<file path="config.mk">
export PLATFORM = sky130hd
export DESIGN_NAME = kamus_pipe_stage
export DESIGN_NICKNAME = d
export VERILOG_FILES = /design/src/rtl/kamus_pkg.sv /design/src/rtl/kamus_pipe_stage.sv
export SDC_FILE = /design/constraint.sdc
export NUM_CORES = 1
export LEC_CHECK = 0
export CORE_MARGIN = 8
export CORE_UTILIZATION = 39
export DETAILED_ROUTE_END_ITERATION = 10
export PLACE_DENSITY = 0.78
export SETUP_SLACK_MARGIN = 0.3
export SLEW_MARGIN = 10
export SYNTH_ARGS = -nofsm -noshare
export SYNTH_HDL_FRONTEND = slang
export SYNTH_SLANG_ARGS = --single-unit
export TNS_END_PERCENT = 10
</file>
<file path="constraint.sdc">
create_clock -name clk_i -period 5.6 [get_ports clk_i]
set_input_delay 0.56 -clock clk_i [delete_from_list [all_inputs] [get_ports clk_i]]
set_output_delay 0.56 -clock clk_i [all_outputs]
set_load 0.05 [all_outputs]
</file>
<file path="src/rtl/kamus_pkg.sv">
// -----------------------------------------------------------------------------
// kamus_pkg
//   Shared types and constants for the kamus core pipeline.
//
//   stage_state_e : occupancy state of an inter-stage pipeline register.
//   NOP_INSTR     : RV32I canonical NOP (addi x0, x0, 0). It is used to build
//                   the bubble payload a stage drives while it holds nothing.
//   stage_count() : maps a stage state onto its occupancy count.
// -----------------------------------------------------------------------------
package kamus_pkg;

  typedef enum logic [1:0] {
    STG_EMPTY,
    STG_ONE,
    STG_FULL
  } stage_state_e;

  localparam logic [31:0] NOP_INSTR = 32'h0000_0013;

  // Occupancy of a stage in each state: EMPTY=0, ONE=1, FULL=2.
  function automatic logic [1:0] stage_count(input stage_state_e s);
    case (s)
      STG_ONE:  return 2'd1;
      STG_FULL: return 2'd2;
      default:  return 2'd0;
    endcase
  endfunction

endpackage

</file>
<file path="src/rtl/kamus_pipe_stage.sv">
// -----------------------------------------------------------------------------
// kamus_pipe_stage
//   Reusable inter-stage pipeline register with a valid/ready handshake, an
//   optional two-entry skid buffer and a flush for branch/jump redirect.
//   When it holds nothing, the stage drives NOP_VALUE, so downstream decode
//   always sees a legal instruction.
//
// Parameters
//   DATA_WIDTH : payload width in bits.
//   SKID_EN    : 1 = two-entry skid buffer with a registered in_ready_o.
//                0 = single register with a combinational in_ready_o.
//   NOP_VALUE  : payload driven on out_data_o while out_valid_o = 0.
//
// Ports
//   clk_i        in   clock, rising edge
//   rst_i        in   synchronous, active-high reset
//   flush_i      in   drop all held entries and any same-cycle input
//   in_valid_i   in   upstream payload valid
//   in_ready_o   out  stage can accept a payload this cycle
//   in_data_i    in   upstream payload
//   out_valid_o  out  head entry valid
//   out_ready_i  in   downstream accepts the head entry
//   out_data_o   out  head payload, or NOP_VALUE when not valid
//   count_o      out  occupancy, 0..2 (0..1 when SKID_EN = 0)
// -----------------------------------------------------------------------------
module kamus_pipe_stage
  import kamus_pkg::*;
#(
  parameter int unsigned           DATA_WIDTH = 64,
  parameter bit                    SKID_EN    = 1'b1,
  parameter logic [DATA_WIDTH-1:0] NOP_VALUE  = DATA_WIDTH'(NOP_INSTR)
) (
  input  logic                  clk_i,
  input  logic                  rst_i,
  input  logic                  flush_i,
  input  logic                  in_valid_i,
  output logic                  in_ready_o,
  input  logic [DATA_WIDTH-1:0] in_data_i,
  output logic                  out_valid_o,
  input  logic                  out_ready_i,
  output logic [DATA_WIDTH-1:0] out_data_o,
  output logic [1:0]            count_o
);

  stage_state_e          r_state;
  stage_state_e          w_state_next;
  logic [DATA_WIDTH-1:0] r_main;
  logic                  w_in_ready;
  logic                  w_out_valid;
  logic                  w_in_fire;
  logic                  w_out_fire;

  // A flushed input is never taken, even when the stage has room for it.
  assign w_in_fire  = in_valid_i & w_in_ready & ~flush_i;
  assign w_out_fire = w_out_valid & out_ready_i;

  // ---------------------------------------------------------------------------
  // State register (shared by both variants)
  // ---------------------------------------------------------------------------
  // NOTE: sequential state uses non-blocking assignments so that every flop
  // samples the pre-edge values, whatever order the blocks run in.
  always_ff @(posedge clk_i) begin
    if (rst_i) begin
      r_state <= STG_EMPTY;
    end else begin
      r_state <= w_state_next;
    end
  end

  // ---------------------------------------------------------------------------
  // Output decode (shared): the valid mask hides stale data in r_main.
  // ---------------------------------------------------------------------------
  assign w_out_valid = (r_state != STG_EMPTY);
  assign out_valid_o = w_out_valid;
  assign out_data_o  = w_out_valid ? r_main : NOP_VALUE;
  assign count_o     = stage_count(r_state);
  assign in_ready_o  = w_in_ready;

  generate
    if (SKID_EN) begin : gen_skid
      // -----------------------------------------------------------------------
      // Two-entry skid buffer. r_main is always the head and r_skid holds the
      // entry taken while the head was stalled. in_ready_o decodes only the
      // registered state, so no path runs from out_ready_i to in_ready_o.
      // -----------------------------------------------------------------------
      logic [DATA_WIDTH-1:0] r_skid;
      logic                  w_load_main_in;
      logic                  w_load_main_skid;
      logic                  w_load_skid;

      // Next-state logic, plus the data-path load strobes of each transition.
      // NOTE: every signal is given a default before the case statement, so a
      // path that leaves it unassigned cannot infer a latch.
      always_comb begin
        w_state_next     = r_state;
        w_load_main_in   = 1'b0;
        w_load_main_skid = 1'b0;
        w_load_skid      = 1'b0;
        case (r_state)
          STG_EMPTY: begin
            if (w_in_fire) begin
              w_state_next   = STG_ONE;
              w_load_main_in = 1'b1;
            end
          end
          STG_ONE: begin
            if (w_in_fire && w_out_fire) begin
              w_load_main_in = 1'b1;
            end else if (w_in_fire) begin
              w_state_next = STG_FULL;
              w_load_skid  = 1'b1;
            end else if (w_out_fire) begin
              w_state_next = STG_EMPTY;
            end
          end
          STG_FULL: begin
            // in_ready is low here. The input is taken next cycle, from ONE.
            if (w_out_fire) begin
              w_state_next     = STG_ONE;
              w_load_main_skid = 1'b1;
            end
          end
          default: begin
            w_state_next = STG_EMPTY;
          end
        endcase
        // A redirect overrides every transfer of this cycle.
        if (flush_i) begin
          w_state_next = STG_EMPTY;
        end
      end

      // Ready decode from the registered state only.
      always_comb begin
        w_in_ready = (r_state != STG_FULL) & ~rst_i;
      end

      // NOTE: payload registers have no reset. Only the state is reset, and
      // the valid decode masks out whatever the data flops hold.
      always_ff @(posedge clk_i) begin
        if (w_load_main_in) begin
          r_main <= in_data_i;
        end else if (w_load_main_skid) begin
          r_main <= r_skid;
        end
        if (w_load_skid) begin
          r_skid <= in_data_i;
        end
      end

    end else begin : gen_single
      // -----------------------------------------------------------------------
      // Single register. Ready is combinational: the stage can take a new
      // payload whenever the head leaves in the same cycle.
      // -----------------------------------------------------------------------
      always_comb begin
        w_state_next = r_state;
        if (w_in_fire) begin
          w_state_next = STG_ONE;
        end else if (w_out_fire) begin
          w_state_next = STG_EMPTY;
        end
        if (flush_i) begin
          w_state_next = STG_EMPTY;
        end
      end

      always_comb begin
        w_in_ready = (~w_out_valid | out_ready_i) & ~rst_i;
      end

      always_ff @(posedge clk_i) begin
        if (w_in_fire) begin
          r_main <= in_data_i;
        end
      end
    end
  endgenerate

endmodule

</file>
Yosys cells after proc, flatten, opt, wreduce, memory -nomap -nowiden
Cells that the tools add are included.

Output and inout port bits: 68. Word-level logic and storage cells: 39. Register bits after elaboration: 130. ROM bits: 0. RAM bits: 0. Input port bits: 69. Bits in latches: 0. Memories kept: 0.

Multipliers: 0. Shift-type cells: 0. Divide/modulo/power cells: 0. Reduce and logical (&&, ||, !) cells: 6. Add/sub/neg operators: 0. Order comparisons: 0. Bitwise logic cells: 6. Multiplexer cells: 17. Equality and inequality tests: 7.

Operator list (count): 64-bit two-way mux (3); 2-bit two-way mux (5); 2-bit inequality test, second input constant (4); 1-bit two-way mux (6); 2-bit case mux with 3 select lines (1); 1-bit AND (4); 2-bit case mux with 2 select lines (1); 4-bit AND reduction (1); 2-bit nonzero test (2); 3-bit inequality test, second input constant (1); 2-bit by 1-bit == test with 1-bit output, second input constant (1); 2-bit == test, second input constant (1); 2-bit zero test (1); 1-bit NOT (2); 1-bit case mux with 2 select lines (1); 2-bit OR reduction (1); 1-bit logical AND (1).

Depth between registers and ports, before layout
Gate-level depths: netlist (run 1).

Depth after elaboration: 8. Gate-level depth with buffers: 5. Gate-level depth less buffers: 3.

Least setup slack after synthesis (run 1)
OpenSTA, ideal clock, no wires.

Kind: register -> register. Start: reg r_state[0]. End: reg gen_skid.r_skid[0], enable pin. Library setup time: 0.565 ns. Cell stages (with the launch flop): 4. Arrival time: 5.653 ns. Clock period less this slack: 6.219 ns. Slack: -0.619 ns. Cell sequence: dfxtp_1 -> nor2b_1 -> nand2_1 -> nor3_1.

Cells in the longest elaborated chain, start to end: 7. Elaborated cells between the ends (all ways): 11.

Ends and longest elaborated chain: from (decl) (RTL line kamus_pipe_stage.sv:45) `stage_state_e r_state;`; from (signal assigned) (RTL line kamus_pipe_stage.sv:66) `r_state <= w_state_next;`; 2-bit inequality test (RTL line kamus_pipe_stage.sv:135) `w_in_ready = (r_state != STG_FULL) & ~rst_i;`; 1-bit AND (RTL line kamus_pipe_stage.sv:135); 1-bit AND (2 in a row) (RTL line kamus_pipe_stage.sv:54) `assign w_in_fire = in_valid_i & w_in_ready & ~flush_i;`; 1-bit two-way mux / 1-bit logical AND (equally long branches) (RTL line kamus_pipe_stage.sv:109, kamus_pipe_stage.sv:107); 1-bit two-way mux (RTL line kamus_pipe_stage.sv:107) `if (w_in_fire && w_out_fire) begin`; 1-bit two-way mux (*) (RTL line kamus_pipe_stage.sv:99) `case (r_state)`; named net gen_skid.w_load_skid (RTL line kamus_pipe_stage.sv:89) `logic w_load_skid;`; to (signal assigned) (RTL line kamus_pipe_stage.sv:147) `r_skid <= in_data_i;`; to (decl) (RTL line kamus_pipe_stage.sv:86) `logic [DATA_WIDTH-1:0] r_skid;`.

Mark *: on every way through the listed nets, which the timed path passes. The rest lies on a longest branch. A chain may end at the register's enable or synchronous reset.

Worst setup path in the final report (run 1)
Start: reg r_state[1]. End: out out_data_o[1].

Cells in the longest elaborated chain, start to end: 2.

Ends and longest elaborated chain: 2-bit nonzero test (RTL line kamus_pipe_stage.sv:73) `assign w_out_valid = (r_state != STG_EMPTY);`; 64-bit two-way mux (RTL line kamus_pipe_stage.sv:75) `assign out_data_o = w_out_valid ? r_main : NOP_VALUE;`; to (decl) (RTL line kamus_pipe_stage.sv:41) `output logic [DATA_WIDTH-1:0] out_data_o,`.

No other way between the ends.

==> results of run 1 <==
-- through the flow --
step | setup WS [ps] | cell area (um2) | hold WS, ps | cells
finish | 2320 | 7480 | 544 | 629
global placement | 2350 | 6950 | 528 | 598
floorplan | 1310 | 5450 | 523 | 292
detailed placement | 2280 | 6950 | 534 | 598
CTS | 2230 | 7480 | 547 | 629
global route | 2100 | 7480 | 549 | 629
-- final timing paths --
path,slack (ps),startpoint,end
setup / recovery,2320,r_state[1],out_data_o[1]
hold / removal,540,gen_skid.r_skid[19],r_main[19]
setup reg to reg,3030,r_state[0],r_main[63]
hold reg to reg,540,gen_skid.r_skid[19],r_main[19]
-- state kept, by name, summed over array words and instances (netlist names) --
register and count:
r_state 2, gen_skid.r_skid 64, r_main 64
-- synth_stat cells, drive strengths merged --
library cell / n
edfxtp: 128
mux2: 64
nor2b: 63
buf: 8
clkbuf: 6
or2: 4
a21oi: 3
inv: 3
nand2: 3
nor2: 3
dfxtp: 2
nor3: 1
nor4: 1
nor4b: 1
o2111ai: 1
o211ai: 1
-- worst register-to-register path: stages (launching register included) --
cell and delay (ps):
dfxtp_1 450, inv_2 90, o2111ai_4 800, nand2_4 730
-- logic make-up (layout without fill, tap and decap cells) --
| group | Yosys count | after routing |
|---|---|---|
| flops | 130 | 130 |
| simple gates | 76 | 76 |
| mux | 64 | 64 |
| buf+inv | 17 | 174 |
| compound gates | 5 | 5 |
-- layout make-up --
cell class                 instances  share of cell area, %
clock buffer                      19                   5.79
clock inverter                    12                   1.25
inverter                           3                  0.151
multi-input combinational        145                   19.3
sequential                       130                   51.9
tap                              180                   3.01
timing repair buffer             140                   18.6
-- report_power, final --
part	internal, uW	switching [uW]	total [uW]
Clock	599	377	976
Sequential	1080	3.60	1090
Combinational	96.0	106	202
-- layer usage --
layer  share of wire [%]  vias up  track usage (%)
met1                  40     1413             12.3
met3                 7.2       16             5.24
met2                  52       83             20.9
met4                 1.6        0             5.61
met5                   0        -                0
li1                    -     1374                -
==> summary.md, run 1 <==
| Metric | Value |
|---|---|
| Area share of xor/xnor cells in the synthesized design | 0% |
| Drt first pass iters | 4 |
| Initial antenna violation count | 0 |
| First-pass GRT wire length | between 15000 and 20000 um |
| Core Rows | 43 |
| I/O Buffers | ~140 |
| Die Wd | roughly 130 um |
| Worst-Margin Slew | slightly below 1000 ps |
| F_max | 305 MHz |
| Routed wire length | 10400 um |
| CP startpoint kind | flop |
| Buffers and inverters on the worst path | 2 |
| H-tree levels | 4 |
| Total congestion overflow | 0 |
| Crit path max-delay cell type | clkdlybuf4s50_1 |
| Share of the synthesized area in the top cell type | roughly 71% |
| CTS tree | done |
| Final Hold Fails | 0 |
| Wire length per cell | approximately 17 um |
| Slew headroom | 34.3% |
| Status | finished, final reports clean |
| Leading cell type in the layout, fill and taps excluded | clkdlybuf4s50_1 |
| Max Buffers Root-to-Sink | 2 |
| Final nets | approximately 510 |
| Clock root buffer | clkbuf_16 |
| GRT Total Usage | between 10% and 20% |
| Largest family of logic cells by synthesized area | multiplexers |
| Post-synthesis mux area share | 16.6% |
| Clk Latency, worst-skew pair | between 400 and 500 ps |
| Syn Inst Count | 292 |
| Clock transition at path regs | roughly 50 ps |
| Pwr dens | approximately 300 nW/um2 |
| WS Path Type | flop to primary output |
| Final Power | 2270 uW |
| Avg Synthesized Cell Area | ~19 um2 |
| Die ar. | 18000 um2 |
| Share of cells above drive strength 1 | about a quarter |
| Post-DP HPWL | between 7000 and 8000 um |
| DR vias | approximately 2900 |
| Hold path cells | 1 |
| Post-synth cell types | 20 |
| Reg2Reg Depth | 3 |
| Vias in the first global route | 3196 |
| # hold bufs at CTS | 0 |
| Area fraction in and, or, nand and nor cells after synthesis | around 8.5% |
| Final RePlAce weighted congestion | ~0.76 |
| Post-Synthesis Cell Area | around 5400 um2 |
| Area grow syn2layout | 37.4% |
| Initial core utilization | between 30 and 40% |
| DRT iter0 DRCs | 149 |
| Post-DRT Antenna Nets | 0 |
| Crit-path leading delay family | buffers and inverters |
| Post-synthesis compound-gate area fraction | less than 1% |
| Core Area | ~14000 um2 |
| Slew Viols, Final | 0 |
| Ys Warns | 0 |
| CP required | between 5000 and 6000 ps |
| Die Y | about 130 um |
| # diodes | 0 |
| Endpoints failing setup | 0 |
| Top Ports | around 140 |
| CP Capture Type | primary output |
| RSZ-0062 raised after global routing | no |
| Leakage | between 0.002 and 0.003 uW |
| Synth area leader | edfxtp_1 |
| WP data arrival | around 2700 ps |
| Adder-cell share of the synthesized area | 0% |
| Clock Sinks | 130 |
| Multi-input gate area | approximately 1400 um2 |
| Critical-path maximum fanout | 46 |
| CTS Buf Count | 17 |
| Stages on worst setup path | 4 |
| Via/cell ratio | 4.59 |
| Fillcell total | around 1100 |
| Flop and latch count out of synthesis | between 100 and 150 |
| Storage element area | 3880 um2 |
| Final period util | between 50 and 60% |
| DRC viols | 0 |
| Post-Syn Nets | 361 |
| Max IR drop VDD | roughly 0.18 mV |
| Min Tclk post-route | about 3300 ps |
| Largest net degree at the start of global routing | 65 |
| Clock skew | 4.08 ps |
| Hold Crit Class | flop to flop |
| Crit-path cells | nor2_4, buf_4, or2_2, clkdlybuf4s50_1 |
| # Post-CTS Setup Buffers | 0 |
| Most frequent cells in the layout | 136 x clkdlybuf4s50_1, 128 x edfxtp_1, 63 x nor2b_1 |
| Layout Utilization | between 50 and 60% |
| Worst path max stage delay | roughly 800 ps |
| Setup TNS | 0 ps |
| Max cap viols | 0 |
| Register area share after synthesis | 71.4% |
| Post-CTS resize count | 0 |
| Synth area leaders | edfxtp_1 71%, mux2_4 14%, nor2b_1 7.2%, mux2_2 3.1%, buf_12 1.8% |
Note: power is estimated with default switching activity, not from simulation.
==> run 2, diff against run 1 <==
--- a/config.mk
+++ b/config.mk
@@ -8,7 +8,7 @@
 export CORE_MARGIN = 8
 export CORE_UTILIZATION = 39
 export DETAILED_ROUTE_END_ITERATION = 10
-export PLACE_DENSITY = 0.78
+export PLACE_DENSITY = 0.76
 export SETUP_SLACK_MARGIN = 0.3
 export SLEW_MARGIN = 10
 export SYNTH_ARGS = -nofsm -noshare
==> constraint.sdc (replaced) <==
create_clock -name clk_i -period 3.4 [get_ports clk_i]
set_input_delay 0.34 -clock clk_i [delete_from_list [all_inputs] [get_ports clk_i]]
set_output_delay 0.34 -clock clk_i [all_outputs]
set_load 0.05 [all_outputs]
==> run 2 against run 1 <==
  * Die area is the same
  * Core utilization grew 0.25 points
  * Final area grew 0.45%
  * Clock power grew 68%
  * Via count grew 1.2%
  * Total power grew 66%
  * Non-clock buffer count grew 1
  * Routed wire length shrank 0.66%
  * Global-route usage is essentially flat
  * Combinational power grew 65%
  * Cell count grew 0.16%
  * Largest power group unchanged
==> summary.md, run 2 (synthesized netlist as in run 1, its figures left out) <==
| Metric | Value |
|---|---|
| Post-route cell area | roughly 7500 um2 |
| Hold Crit Class | input port to flop |
| WP data arrival | between 2000 and 2500 ps |
| CTS tree | done |
| CP startpoint kind | flop |
| Final nets | roughly 500 |
| Largest net degree at the start of global routing | 65 |
| Drt first pass iters | 3 |
| Clock root buffer | clkbuf_16 |
| Clock transition at path regs | 50 ps |
| Top Ports | approximately 140 |
| Total congestion overflow | 0 |
| # Post-CTS Setup Buffers | 0 |
| Fin worst setup slack | ~720 ps |
| Final Hold Fails | 0 |
| Crit-path leading delay family | buffers and inverters |
| Fillcell total | about 1100 |
| Max cap viols | 0 |
| Endpoints failing setup | 0 |
| Routed wire length | a little over 10000 um |
| Pre-CTS WS | 939 ps |
| Initial core utilization | 39.5% |
| Leakage | between 0.002 and 0.003 uW |
| CP required | between 3000 and 4000 ps |
| Biggest regs | gen_skid.r_skid (64), r_main (64), r_state (2) |
| Leading cell type in the layout, fill and taps excluded | clkdlybuf4s50_1 |
| Die Wd | 134 um |
| Crit-path cells | nor2_4, buf_4, nor2b_1, clkdlybuf4s50_1 |
| # hold bufs at CTS | 0 |
| Die ar. | about 18000 um2 |
| Pwr dens | approximately 500 nW/um2 |
| Vias in the first global route | around 3100 |
| Critical-path maximum fanout | 27 |
| Clock Sinks | between 100 and 150 |
| Dpl cells | approximately 600 |
| Min Tclk post-route | about 2700 ps |
| Share of cells above drive strength 1 | between 20% and 30% |
| Via/cell ratio | around 4.6 |
| Max IR drop VDD | 0.295 mV |
| Crit path max-delay cell type | clkdlybuf4s50_1 |
| GRT Total Usage | roughly 12% |
| H-tree levels | 4 |
| DRT iter0 DRCs | 150 |
| Post-CTS resize count | 0 |
| Post-DP HPWL | between 7000 and 8000 um |
| Core Rows | 43 |
| Multi-input gate area | 1450 um2 |
| Worst path max stage delay | between 800 and 900 ps |
| Final period util | between 70% and 80% |
| Wire length per cell | roughly 16 um |
| Max Buffers Root-to-Sink | 2 |
| Storage element area | 3880 um2 |
| Clock skew | 5.20 ps |
| WS Path Type | flop to primary output |
| I/O Buffers | between 100 and 150 |
| Initial antenna violation count | 0 |
| CP Capture Type | primary output |
| Post-route non-filler standard cell count | between 600 and 700 |
| DR vias | 2920 |
| Post-DRT Antenna Nets | 0 |
| First-pass GRT wire length | around 17000 um |
| DRC viols | 0 |
| Clk Latency, worst-skew pair | 410 ps |
| Area grow syn2layout | 38.0% |
| Buffers and inverters on the worst path | 2 |
| Slew headroom | 43.8% |
| Core Area | approximately 14000 um2 |
| Most frequent cells in the layout | 136 x clkdlybuf4s50_1, 128 x edfxtp_1, 62 x nor2b_1 |
| Die Y | 134 um |
| # diodes | 0 |
| Worst-Margin Slew | 842 ps |
| Final RePlAce weighted congestion | approximately 0.73 |
| F_max | roughly 370 MHz |
| Area post-placement | around 7000 um2 |
| Setup TNS | 0 ps |
| Layout Utilization | a little over half |
| Status | finished, final reports clean |
| Slew Viols, Final | 0 |
| RSZ-0062 raised after global routing | no |
| CTS Buf Count | 17 |
==> run 2: final cells by class <==
class / instances / area share [%]
flip-flops and latches: 130 / 51.7
clock inverters: 10 / 1.23
clock buffers: 21 / 5.86
multi-input cells: 145 / 19.3
repair buffers: 141 / 18.8
well taps: 180 / 3.00
inverters: 3 / 0.150
==> run 2: worst paths after layout <==
path	slack [ps]	depth (start not counted)	to	startpoint
worst max-delay path	720	4	out_data_o[54]	r_state[1]
worst min-delay path	520	1	gen_skid.r_skid[11]	in_data_i[11]
worst max register to register	1290	3	r_main[44]	r_state[1]
worst min register to register	540	1	r_main[2]	gen_skid.r_skid[2]
==> run 2: per-stage QoR <==
step	hold WS, ps	power [uW]
2_1_floorplan	416	2010
3_3_place_gp	529	2160
3_5_place_dp	535	2160
4_1_cts	498	3810
5_1_grt	508	3890
6_report	518	3760
==> run 2: metal layers <==
| layer | global-route usage (%) | up-vias | wire length, um |
|---|---|---|---|
| li1 | - | 1385 | - |
| met1 | 12.8 | 1431 | 4170 |
| met2 | 20.4 | 86 | 5280 |
| met3 | 4.64 | 18 | 649 |
| met4 | 6.49 | 0 | 274 |
| met5 | 0 | - | 0 |
==> run 2: where the power goes <==
part	total (uW)	switching [uW]	internal [uW]	leakage (uW)
Combinational	333	174	159	0.00121
Clock	1640	584	1050	0.000260
Sequential	1790	5.59	1790	0.00118
Total	3760	764	3000	0.00265
==> run 3, diff against run 2 <==
--- a/config.mk
+++ b/config.mk
@@ -8,7 +8,7 @@
 export CORE_MARGIN = 8
 export CORE_UTILIZATION = 39
 export DETAILED_ROUTE_END_ITERATION = 10
-export PLACE_DENSITY = 0.76
+export PLACE_DENSITY = 0.78
 export SETUP_SLACK_MARGIN = 0.3
 export SLEW_MARGIN = 10
 export SYNTH_ARGS = -nofsm -noshare
==> constraint.sdc (replaced) <==
create_clock -name clk_i -period 2.27 [get_ports clk_i]
set_input_delay 0.227 -clock clk_i [delete_from_list [all_inputs] [get_ports clk_i]]
set_output_delay 0.227 -clock clk_i [all_outputs]
set_load 0.05 [all_outputs]
==> run 3 against run 2 <==
  * Sequential share of layout area is 0.59 points lower
  * Register-to-register slack got worse by 770 ps
  * Clock-buffer cell count is 4 lower
  * Clock power increased by 71%
  * Sequential power increased by 50%
  * Core utilization grew 0.64 points
==> summary.md, run 3 (synthesized netlist as in run 1, its figures left out) <==
| Metric | Value |
|---|---|
| Post-route cell area | between 7000 and 8000 um2 |
| Wire length per cell | approximately 17 um |
| Die Y | about 130 um |
| Total congestion overflow | 0 |
| Top Ports | 137 |
| Crit path max-delay cell type | clkdlybuf4s15_1 |
| Die Wd | ~130 um |
| Min Tclk post-route | 2060 ps |
| Post-DRT Antenna Nets | 0 |
| F_max | 486 MHz |
| Dpl cells | 603 |
| Buffers and inverters on the worst path | 2 |
| Critical-path maximum fanout | 27 |
| Crit-path cells | nor2_4, buf_4, nor2b_1, clkdlybuf4s15_1 |
| Hold Crit Class | input port to flop |
| CTS Buf Count | 17 |
| Pre-CTS WS | around 230 ps |
| Slew headroom | 66.6% |
| RSZ-0062 raised after global routing | yes |
| # hold bufs at CTS | 0 |
| Int Power | 4740 uW |
| Worst-Margin Slew | 499 ps |
| Max Buffers Root-to-Sink | 2 |
| Core Area | roughly 14000 um2 |
| Post-route non-filler standard cell count | between 600 and 700 |
| Endpoints failing setup | 0 |
| Worst path max stage delay | 510 ps |
| Final period util | between 90% and 100% |
| Via/cell ratio | approximately 4.5 |
| Pwr dens | roughly 790 nW/um2 |
| Area post-placement | 7000 um2 |
| Vias in the first global route | ~3200 |
| WP data arrival | about 1800 ps |
| DRT iter0 DRCs | 120 |
| CP Capture Type | primary output |
| Most frequent cells in the layout | 128 x edfxtp_1, 69 x clkdlybuf4s50_1, 62 x nor2b_1 |
| Combinational power share | 8.4% |
| WS Path Type | flop to primary output |
| Max cap viols | 0 |
| Post-DP HPWL | about 7400 um |
| Clock Sinks | 130 |
| I/O Buffers | between 100 and 150 |
| GRT Total Usage | 12.3% |
| Clk Latency, worst-skew pair | 410 ps |
| CP required | 2040 ps |
| Drt first pass iters | 4 |
| Max IR drop VDD | ~0.49 mV |
| Clock root buffer | clkbuf_16 |
| Fillcell total | between 1000 and 1500 |
| H-tree levels | 4 |
| Crit-path leading delay family | buffers and inverters |
| Area grow syn2layout | 39.7% |
| DRC viols | 0 |
| Leading cell type in the layout, fill and taps excluded | edfxtp_1 |
| # Post-CTS Setup Buffers | 0 |
| Final RePlAce weighted congestion | between 0.7 and 0.8 |
| Leakage | around 0.0028 uW |
| Fin Hold WS | about 390 ps |
| Core Rows | 43 |
| Initial antenna violation count | 0 |
| Sw frac | between 20% and 30% |
| # diodes | 0 |
| Slew Viols, Final | 0 |
| Clock power share | around 47% |
| R2r setup slk | ~520 ps |
| Clock transition at path regs | roughly 60 ps |
| Share of cells above drive strength 1 | between 30 and 40% |
| DR vias | around 2900 |
| CP startpoint kind | flop |
| Largest net degree at the start of global routing | 65 |
| Part of the power in registers | between 40 and 50% |
| Die ar. | 18000 um2 |
| Clock skew | 5.38 ps |
| Final Hold Fails | 0 |
| CTS tree | done |
| Fin worst setup slack | approximately 210 ps |
| Routed wire length | between 10000 and 15000 um |
| Setup TNS | 0 ps |
| Final nets | between 500 and 600 |
| Status | finished, final reports clean |
| NetSw | about 1300 uW |
| First-pass GRT wire length | around 17000 um |
| Initial core utilization | between 30% and 40% |
| Biggest regs | gen_skid.r_skid (64), r_main (64), r_state (2) |
[run 3: cell types whose count changed in the layout (fill, tap and decap cells not counted), moves of 2 or more]
cell / before / now
buf_12: 1 / 8
buf_4: 4 / 43
bufinv_16: 2 / 4
clkbuf_1: 4 / 0
clkbuf_2: 0 / 3
clkdlybuf4s15_1: 0 / 12
clkdlybuf4s15_2: 0 / 8
clkdlybuf4s50_1: 136 / 69
clkinv_1: 6 / 3
clkinv_4: 0 / 2
clkinvlp_4: 0 / 5
[run 3: worst register-to-register path, stage by stage, from the launching register on]
cell and delay [ps]:
dfxtp_2 390, inv_2 70, o2111ai_4 380, buf_12 290
mux2_2 380
[run 3: path summary, 6_finish.rpt]
check,from,endpoint,cells after the start
max,r_state[1],out_data_o[22],4
min,in_data_i[28],gen_skid.r_skid[28],1
max reg2reg,r_state[0],r_main[2],4
min reg2reg,gen_skid.r_skid[31],r_main[31],1
[run 3: timing repair]
action,in CTS,in global routing
endpoints found under the hold margin,0,0
endpoints found under the setup margin,29,32
gates resized for setup,60,3
[run 3: power groups by stage]
stage | Clock, uW | Combinational [uW] | Sequential, uW
after floorplan | 0 | 280 | 2730
after global placement | 0 | 510 | 2730
after detailed placement | 0 | 517 | 2730
after CTS | 2870 | 513 | 2680
after global routing | 2970 | 533 | 2690
final | 2800 | 505 | 2680
[run 3: final cells by class]
class | instances | area (um2) | area share (%)
clock inverters | 15 | 191 | 2.52
inverters | 3 | 11.3 | 0.148
repair buffers | 145 | 1410 | 18.6
clock buffers | 17 | 425 | 5.60
well taps | 180 | 225 | 2.96
multi-input cells | 145 | 1450 | 19.1
flip-flops and latches | 130 | 3880 | 51.1
[run 3: metal layers]
metal	vias to the layer above	wire length, um	global-route usage (%)
met4	0	148	4.62
met2	84	5430	20.8
met5	-	0	0
li1	1393	-	-
met1	1383	4330	13.3
met3	12	632	5.53
[run 3: per-stage QoR]
step	power [uW]	util, %
2_1_floorplan	3010	-
3_3_place_gp	3240	50.8
3_5_place_dp	3250	50.8
4_1_cts	6070	55.3
5_1_grt	6190	55.2
6_report	5990	55.2
